--- config.mk ---
export PLATFORM = sky130hd
export DESIGN_NAME = gpio_input_conditioner
export DESIGN_NICKNAME = d
export VERILOG_FILES = /design/src/rtl/gpio_cond_pkg.sv /design/src/rtl/gpio_debounce_bit.sv /design/src/rtl/gpio_input_conditioner.sv
export SDC_FILE = /design/constraint.sdc
export NUM_CORES = 1
export LEC_CHECK = 0
export ABC_CLOCK_PERIOD_IN_PS = 1600
export CAP_MARGIN = 20
export CORE_ASPECT_RATIO = 1.1
export CORE_MARGIN = 3
export CORE_UTILIZATION = 52
export DETAILED_ROUTE_END_ITERATION = 7
export PLACE_DENSITY = 0.77
export SYNTH_ARGS = -nofsm -noshare
export SYNTH_HDL_FRONTEND = slang
export SYNTH_SLANG_ARGS = --single-unit
--- constraint.sdc ---
create_clock -name io_clock -period 1.6 [get_ports io_clock]
set_input_delay 0.48 -clock io_clock [delete_from_list [all_inputs] [get_ports io_clock]]
set_output_delay 0.48 -clock io_clock [all_outputs]
set_load 0.02 [all_outputs]
--- src/rtl/gpio_cond_pkg.sv ---
// Shared defaults and helpers for the GPIO input conditioner.
package gpio_cond_pkg;

  localparam int DEFAULT_WIDTH           = 5;
  localparam int DEFAULT_DEBOUNCE_CYCLES = 16;

  // Bits needed to hold 0..cycles, i.e. ceil(log2(cycles+1)), never below 1.
  function automatic int counterWidth(input int cycles);
    int w;
    w = $clog2(cycles + 1);
    return (w < 1) ? 1 : w;
  endfunction

endpackage

--- src/rtl/gpio_debounce_bit.sv ---
// One conditioned GPIO bit: two-flop synchroniser, debounce counter,
// accepted-level register and registered rise/fall pulses.
module gpio_debounce_bit
  import gpio_cond_pkg::*;
#(
  parameter int DEBOUNCE_CYCLES = DEFAULT_DEBOUNCE_CYCLES
) (
  input  logic clk,
  input  logic rst,
  input  logic pinIn,
  input  logic bypass,
  output logic level,
  output logic rise,
  output logic fall
);

  localparam int CW = counterWidth(DEBOUNCE_CYCLES);
  localparam logic [CW-1:0] LAST = CW'(DEBOUNCE_CYCLES - 1);

  logic          sync1;
  logic          sync2;
  logic          stable;
  logic [CW-1:0] count;
  logic          stableNext;
  logic [CW-1:0] countNext;

  // Counter step that holds at LAST instead of wrapping.
  function automatic logic [CW-1:0] satIncrement(input logic [CW-1:0] c);
    return (c == LAST) ? LAST : c + CW'(1);
  endfunction

  // Next accepted level and qualification count from the synchronised sample.
  always_comb begin
    stableNext = stable;
    countNext  = '0;
    if (bypass) begin
      stableNext = sync2;
    end else if (sync2 != stable) begin
      if (count == LAST) begin
        stableNext = sync2;
      end else begin
        countNext = satIncrement(count);
      end
    end
  end

  // Synchroniser, accepted level, counter and edge pulses.
  always_ff @(posedge clk) begin
    if (rst) begin
      sync1  <= 1'b0;
      sync2  <= 1'b0;
      stable <= 1'b0;
      count  <= '0;
      rise   <= 1'b0;
      fall   <= 1'b0;
    end else begin
      sync1  <= pinIn;
      sync2  <= sync1;
      stable <= stableNext;
      count  <= countNext;
      rise   <= stableNext & ~stable;
      fall   <= ~stableNext & stable;
    end
  end

  assign level = stable;

endmodule

--- src/rtl/gpio_input_conditioner.sv ---
// Conditions WIDTH raw GPIO pad inputs into clean, debounced levels with
// per-bit rise/fall pulses; each bit is an independent gpio_debounce_bit.
module gpio_input_conditioner
  import gpio_cond_pkg::*;
#(
  parameter int WIDTH           = DEFAULT_WIDTH,
  parameter int DEBOUNCE_CYCLES = DEFAULT_DEBOUNCE_CYCLES
) (
  input  logic             io_clock,
  input  logic             io_reset,
  input  logic [WIDTH-1:0] io_pins_in,
  input  logic [WIDTH-1:0] io_bypass,
  output logic [WIDTH-1:0] io_pins_read,
  output logic [WIDTH-1:0] io_rise,
  output logic [WIDTH-1:0] io_fall
);

  // One conditioner per pin; bits share nothing but clock and reset.
  for (genvar i = 0; i < WIDTH; i++) begin : gBit
    gpio_debounce_bit #(
      .DEBOUNCE_CYCLES(DEBOUNCE_CYCLES)
    ) uBit (
      .clk   (io_clock),
      .rst   (io_reset),
      .pinIn (io_pins_in[i]),
      .bypass(io_bypass[i]),
      .level (io_pins_read[i]),
      .rise  (io_rise[i]),
      .fall  (io_fall[i])
    );
  end

endmodule

==> metrics.txt, run 1 <==
skew final 0.0116 ns; warning count from the yosys run 0; site row count 22; maximum fanout encountered on the critical timing path 5; number of antenna violations at the first check in global routing 0; remaining antenna violation count after routing 0; maximum buffer depth of the clock tree 2; fraction of the yosys area taken by sequential cells 53.8%; vertical die dimension 68.7 um; detailed-route wire length 2830 um; starting utilization of the core area 54.9%; Crit-path slowest cell dfxtp_1; post-detailed-route DRC marker count 0; width of the chip 63.0 um; vias in the first global route 1,112; actual transition at the worst max-transition pin 0.361 ns; number of clock buffers inserted by TritonCTS 5; number of placed instances with taps included 240; final setup violation count 0; global placer's final weighted congestion 0.736; hold buffer count at cts 0; post-route core utilization 65.2%; total power of the final layout 0.00225 W; post-synth top area cell dfxtp_1; element type at the critical path end output pin; mean instance size in the synthesized netlist 10.2 sq um; area fraction of the dominant cell type after synthesis 53.8%; area overhead of the layout relative to synthesis 18.7%; final net count 221; maximum number of pins on one net before global-route repair 31; total inserted antenna cells 0; Mapped Cells 183; run status complete, no violations; post-layout minimum cycle time 1.56 ns; leading cell types in the layout, fill and taps excluded dfxtp_1 (45), nor2_1 (25), clkdlybuf4s50_1 (11); CTS Sinks 50; portion of the clock cycle consumed by the worst path in the final layout 97.6%; Clock Pin Slew Worst Setup and Hold Paths 0.14 ns; count of input and output buffers 26; relative max-transition margin 75.6%; ports placed on the boundary 27; arrival time of data at the critical path endpoint 1.08 ns; critical path's largest stage delay 0.44 ns; post-synthesis net count 205; fraction of layout cells with a size suffix above 1 14.0%; most frequent standard cell in the layout excluding fill and tap cells dfxtp_1; Setup Crit Path Kind flop to output pin; number of violations of the max-capacitance limit 0; Hold Vio Cnt, Final 0; number of iterations in the first detailed-routing pass 4; worst-skew pair later-pin latency 0.35 ns; max-slew violation count 0; static leakage 0.910 nW; Floorplan Core Area 3390 sq um; detailed-placement wirelength estimate 2110 um; power per standard cell area 1020 nW/um^2; Die Area 4330 sq um; wire length per cell after detailed routing 11.4 um; Clock Tree Root clkbuf_4; TritonCTS clock tree done; worst path bufs/invs 1; Top delay family on crit path flip-flops; setup total negative slack 0 ns; Post-Synthesis Cell Area 1860 sq um; H-tree depth 2; kind of start point of the critical path flop; Synth area leaders dfxtp_1 (54%), ha_1 (6.7%), buf_4 (6.1%); required time at the endpoint of the critical path 1.12 ns; Max IR drop VDD 0.867 mV; number of design-rule violations left by the first detailed-router iteration 33; distinct cell type count after synthesis 18; post-synthesis register bit count 50; Total Routing Usage GR 13.4%; post-DR vias/cell 4.81; first-pass GRT wire length 4550 um; total congestion overflow 0; overall via count from detail_route 1,193; highest attainable clock frequency 641 MHz; path class of the lowest-slack min-delay path flop to flop; final standard cell count with taps included and fillers excluded 248; Cell Chain, Critical Path clkdlybuf4s15_2
-- synth_stat cells --
| library cell | count |
|---|---|
| nor2_1 | 30 |
| dfxtp_1 | 50 |
| xor2_1 | 10 |
| xnor2_1 | 5 |
| and3_1 | 5 |
| buf_4 | 15 |
| buf_2 | 2 |
| nand2_1 | 5 |
| o21ai_0 | 5 |
| a21oi_1 | 5 |
| clkbuf_2 | 1 |
| nor2b_1 | 10 |
| nand3b_2 | 3 |
| ha_1 | 10 |
| nand3_1 | 5 |
| nand3b_1 | 2 |
| inv_1 | 10 |
| nor4b_1 | 10 |
-- sequential cells by signal (all words and copies together), names as in the netlist --
register	flops
gBit.uBit.count	25
gBit.uBit.fall	5
gBit.uBit.level	5
gBit.uBit.rise	5
gBit.uBit.sync1	5
gBit.uBit.sync2	5
-- cell families after synthesis --
| group | count (synthesis) | synth area share [%] |
|---|---|---|
| simple gates | 70 | 20.8 |
| xor+xnor | 15 | 7.07 |
| flops | 50 | 53.8 |
| buf+inv | 28 | 8.88 |
| fa+ha+maj | 10 | 6.73 |
| compound gates | 10 | 2.69 |
-- per-layer routing --
layer	up-vias	track usage (%)	part of all wire [%]
met2	24	26.0	54
li1	614	-	-
met1	553	14.0	41
met4	0	5.79	0.57
met3	2	3.24	4.2
met5	-	0	0
-- what timing repair did --
action | CTS | global route
setup buffers | 0 | 0
setup endpoints to repair | 22 | 22
pin swaps | 0 | 7
gates resized for setup | 27 | 13
-- where the power goes --
part	leakage, nW	internal, W	switching [W]
Combinational	0.447	0.0000588	0.0000508
Clock	0.0554	0.000489	0.000373
Sequential	0.408	0.00127	0.0000140
-- worst paths after layout --
path	end	cells past startpoint	slack [ns]	startpoint
worst max-delay path	io_pins_read[0]	1	0.04	gBit[0].uBit.level$_SDFF_PP0_
worst min register to register	gBit[0].uBit.count[0]$_SDFF_PP0_	1	0.42	gBit[0].uBit.count[0]$_SDFF_PP0_
worst max register to register	gBit[3].uBit.count[3]$_SDFF_PP0_	6	0.12	gBit[3].uBit.count[0]$_SDFF_PP0_
worst min-delay path	gBit[0].uBit.count[0]$_SDFF_PP0_	1	0.42	gBit[0].uBit.count[0]$_SDFF_PP0_
-- per-stage QoR --
stage / setup slack (ns) / hold WS [ns] / area (sq um)
final: 0.0390 / 0.424 / 2210
after global routing: -0.00632 / 0.441 / 2210
after CTS: 0.00510 / 0.460 / 2180
after detailed placement: -0.0480 / 0.429 / 2070
after global placement: 0.0463 / 0.417 / 2070
after floorplan: 0.196 / 0.414 / 1860
-- final cells by class --
| class | instances | area, sq um |
|---|---|---|
| Clock inverter | 3 | 68.8 |
| Clock buffer | 5 | 37.5 |
| Timing Repair Buffer | 27 | 268 |
| Multi-Input combinational cell | 105 | 728 |
| Inverter | 10 | 37.5 |
| Sequential cell | 50 | 1010 |
| Fill cell | 291 | 1180 |
| Tap cell | 48 | 60.1 |
(Power assumes the default switching activity.)
==> run 2, diff against run 1 <==
--- a/config.mk
+++ b/config.mk
@@ -7,11 +7,13 @@
 export LEC_CHECK = 0
 export ABC_CLOCK_PERIOD_IN_PS = 1600
 export CAP_MARGIN = 20
+export CELL_PAD_IN_SITES_DETAIL_PLACEMENT = 1
+export CELL_PAD_IN_SITES_GLOBAL_PLACEMENT = 1
 export CORE_ASPECT_RATIO = 1.1
 export CORE_MARGIN = 3
-export CORE_UTILIZATION = 52
+export CORE_UTILIZATION = 41
 export DETAILED_ROUTE_END_ITERATION = 7
-export PLACE_DENSITY = 0.77
+export PLACE_DENSITY_LB_ADDON = 0.1
 export SYNTH_ARGS = -nofsm -noshare
 export SYNTH_HDL_FRONTEND = slang
 export SYNTH_SLANG_ARGS = --single-unit
==> metrics.txt, run 2 (synthesis gave the netlist of run 1 again) <==
run status complete, no violations (unchanged); setup total negative slack 0 ns (unchanged); Max IR drop VDD 0.590 mV (was 0.867 mV); detailed-placement wirelength estimate 2450 um (was 2110 um); skew final 0.00668 ns (was 0.0116 ns); relative max-transition margin 80.6% (was 75.6%); number of clock buffers inserted by TritonCTS 5 (unchanged); static leakage 0.918 nW (was 0.910 nW); final net count 222 (was 221); final standard cell count with taps included and fillers excluded 255 (was 248); area overhead of the layout relative to synthesis 18.3% (was 18.7%); count of input and output buffers 26 (unchanged); most frequent standard cell in the layout excluding fill and tap cells dfxtp_1 (unchanged); ports placed on the boundary 27 (unchanged); path class of the lowest-slack min-delay path flop to flop (unchanged); vias in the first global route 1,308 (was 1,112); Clock Pin Slew Worst Setup and Hold Paths 0.08 ns (was 0.14 ns); Top delay family on crit path flip-flops (unchanged); final worst hold slack 0.452 ns (was 0.424 ns); power per standard cell area 1020 nW/um^2 (about the same); post-DR vias/cell 4.81 (about the same); Hold Vio Cnt, Final 0 (unchanged); highest attainable clock frequency 651 MHz (was 641 MHz); instance count on the critical path 1 (unchanged); global placer's final weighted congestion 0.671 (was 0.736); number of design-rule violations left by the first detailed-router iteration 17 (was 33); leading cell types in the layout, fill and taps excluded dfxtp_1 (50), nor2_1 (25), clkdlybuf4s50_1 (11), dlygate4sd2_1 (11) (was dfxtp_1 (45), nor2_1 (25), clkdlybuf4s50_1 (11)); site row count 25 (was 22); portion of total power attributed to sequential cells 57.1% (was 56.9%); maximum fanout encountered on the critical timing path 5 (unchanged); worst path bufs/invs 1 (unchanged); TritonCTS clock tree done (unchanged); number of placed instances with taps included 247 (was 240); vertical die dimension 76.6 um (was 68.7 um); total inserted antenna cells 0 (unchanged); placed inst area 2090 sq um (was 2070 sq um); R2R cell count 6 (unchanged); element type at the critical path end output pin (unchanged); worst-skew pair later-pin latency 0.30 ns (was 0.35 ns); min setup slack post-route 0.0638 ns (was 0.0390 ns); critical path's largest stage delay 0.41 ns (was 0.44 ns); maximum buffer depth of the clock tree 2 (unchanged); total congestion overflow 0 (unchanged); starting utilization of the core area 42.8% (was 54.9%); post-layout minimum cycle time 1.54 ns (was 1.56 ns); Clk network pwr share 38.0% (was 38.3%); CTS Sinks 50 (unchanged); width of the chip 70.2 um (was 63.0 um); first-pass GRT wire length 5660 um (was 4550 um); portion of the clock cycle consumed by the worst path in the final layout 96.0% (was 97.6%); H-tree depth 2 (unchanged); post-detailed-route DRC marker count 0 (unchanged); actual transition at the worst max-transition pin 0.287 ns (was 0.361 ns); Biggest register gBit.uBit.count (unchanged); number of iterations in the first detailed-routing pass 4 (unchanged); Floorplan Core Area 4350 sq um (was 3390 sq um); number of violations of the max-capacitance limit 0 (unchanged); share of power burned in combinational logic 4.9% (about the same); Die Area 5380 sq um (was 4330 sq um); arrival time of data at the critical path endpoint 1.06 ns (was 1.08 ns); Setup Crit Path Kind flop to output pin (unchanged); fraction of layout cells with a size suffix above 1 9.45% (was 14.0%); Total Routing Usage GR 13.1% (was 13.4%); detailed-route wire length 3210 um (was 2830 um); switching power as a share of total power 20.0% (was 19.4%); number of antenna violations at the first check in global routing 0 (unchanged); final setup violation count 0 (unchanged); number of flip-flops under the largest register name 25 (unchanged); required time at the endpoint of the critical path 1.12 ns (about the same); remaining antenna violation count after routing 0 (unchanged); Cell Chain, Critical Path dlygate4sd2_1 (was clkdlybuf4s15_2); finished layout cell area 2200 sq um (was 2210 sq um); Sw Pwr 0.000448 W (was 0.000437 W); Cell Int Power 0.00179 W (was 0.00181 W); kind of start point of the critical path flop (unchanged); Clock Tree Root clkbuf_8 (was clkbuf_4); Crit-path slowest cell dfxtp_1 (unchanged); minimum setup slack after placement -0.00103 ns (was -0.0480 ns); maximum number of pins on one net before global-route repair 26 (was 31); max-slew violation count 0 (unchanged); wire length per cell after detailed routing 12.6 um (was 11.4 um); overall via count from detail_route 1,227 (was 1,193); instance count along the most critical hold path 1 (unchanged)
run 2: changes by cell type in the layout (fill, tap and decap cells not counted), moves of 2 or more:
| cell | delta |
|---|---|
| clkdlybuf4s15_2 | -4 |
| clkbuf_8 | +5 |
| dfxtp_1 | +5 |
| clkbuf_4 | -5 |
| dfxtp_2 | -5 |
| clkbuf_1 | +2 |
| clkdlybuf4s15_1 | +2 |
run 2: final cells by class:
class / instances / area, sq um
Sequential cell: 50 / 1000
Clock buffer: 7 / 76.3
Fill cell: 496 / 2150
Multi-Input combinational cell: 105 / 723
Tap cell: 54 / 67.6
Clock inverter: 1 / 30.0
Timing Repair Buffer: 28 / 264
Inverter: 10 / 37.5
run 2: final timing paths:
check	to	slack [ns]	from
setup reg to reg	gBit[2].uBit.count[1]$_SDFF_PP0_	0.10	gBit[2].uBit.count[0]$_SDFF_PP0_
hold reg to reg	gBit[3].uBit.count[0]$_SDFF_PP0_	0.45	gBit[3].uBit.count[0]$_SDFF_PP0_
hold / removal	gBit[3].uBit.count[0]$_SDFF_PP0_	0.45	gBit[3].uBit.count[0]$_SDFF_PP0_
setup / recovery	io_pins_read[0]	0.06	gBit[0].uBit.level$_SDFF_PP0_
run 2: repair_timing:
item                       CTS  global route
gates resized for setup     16            14
setup endpoints to repair   20            31
hold buffers                 0             0
setup buffers                0             0
pin swaps                    0             3
run 2: power groups by stage:
stage | clock network [W] | registers [W] | logic [W]
after floorplan | 0 | 0.00130 | 0.0000625
after global placement | 0 | 0.00131 | 0.000106
after detailed placement | 0 | 0.00131 | 0.000111
after CTS | 0.000877 | 0.00128 | 0.000107
after global routing | 0.000943 | 0.00128 | 0.000121
final | 0.000850 | 0.00128 | 0.000109
run 2: through the flow:
stage / utilization [%] / total power (W)
2_1_floorplan: - / 0.00137
3_3_place_gp: 48.0 / 0.00141
3_5_place_dp: 48.0 / 0.00142
4_1_cts: 50.1 / 0.00226
5_1_grt: 50.6 / 0.00235
6_report: 50.6 / 0.00224
run 2: metal layers:
metal	share of wire, %	GRT usage, %	vias up	routed length, um
li1	-	-	613	-
met1	41	13.7	586	1310
met2	53	23.8	23	1710
met3	4.6	4.88	5	149
met4	1.2	4.02	0	40
met5	0	0	-	0
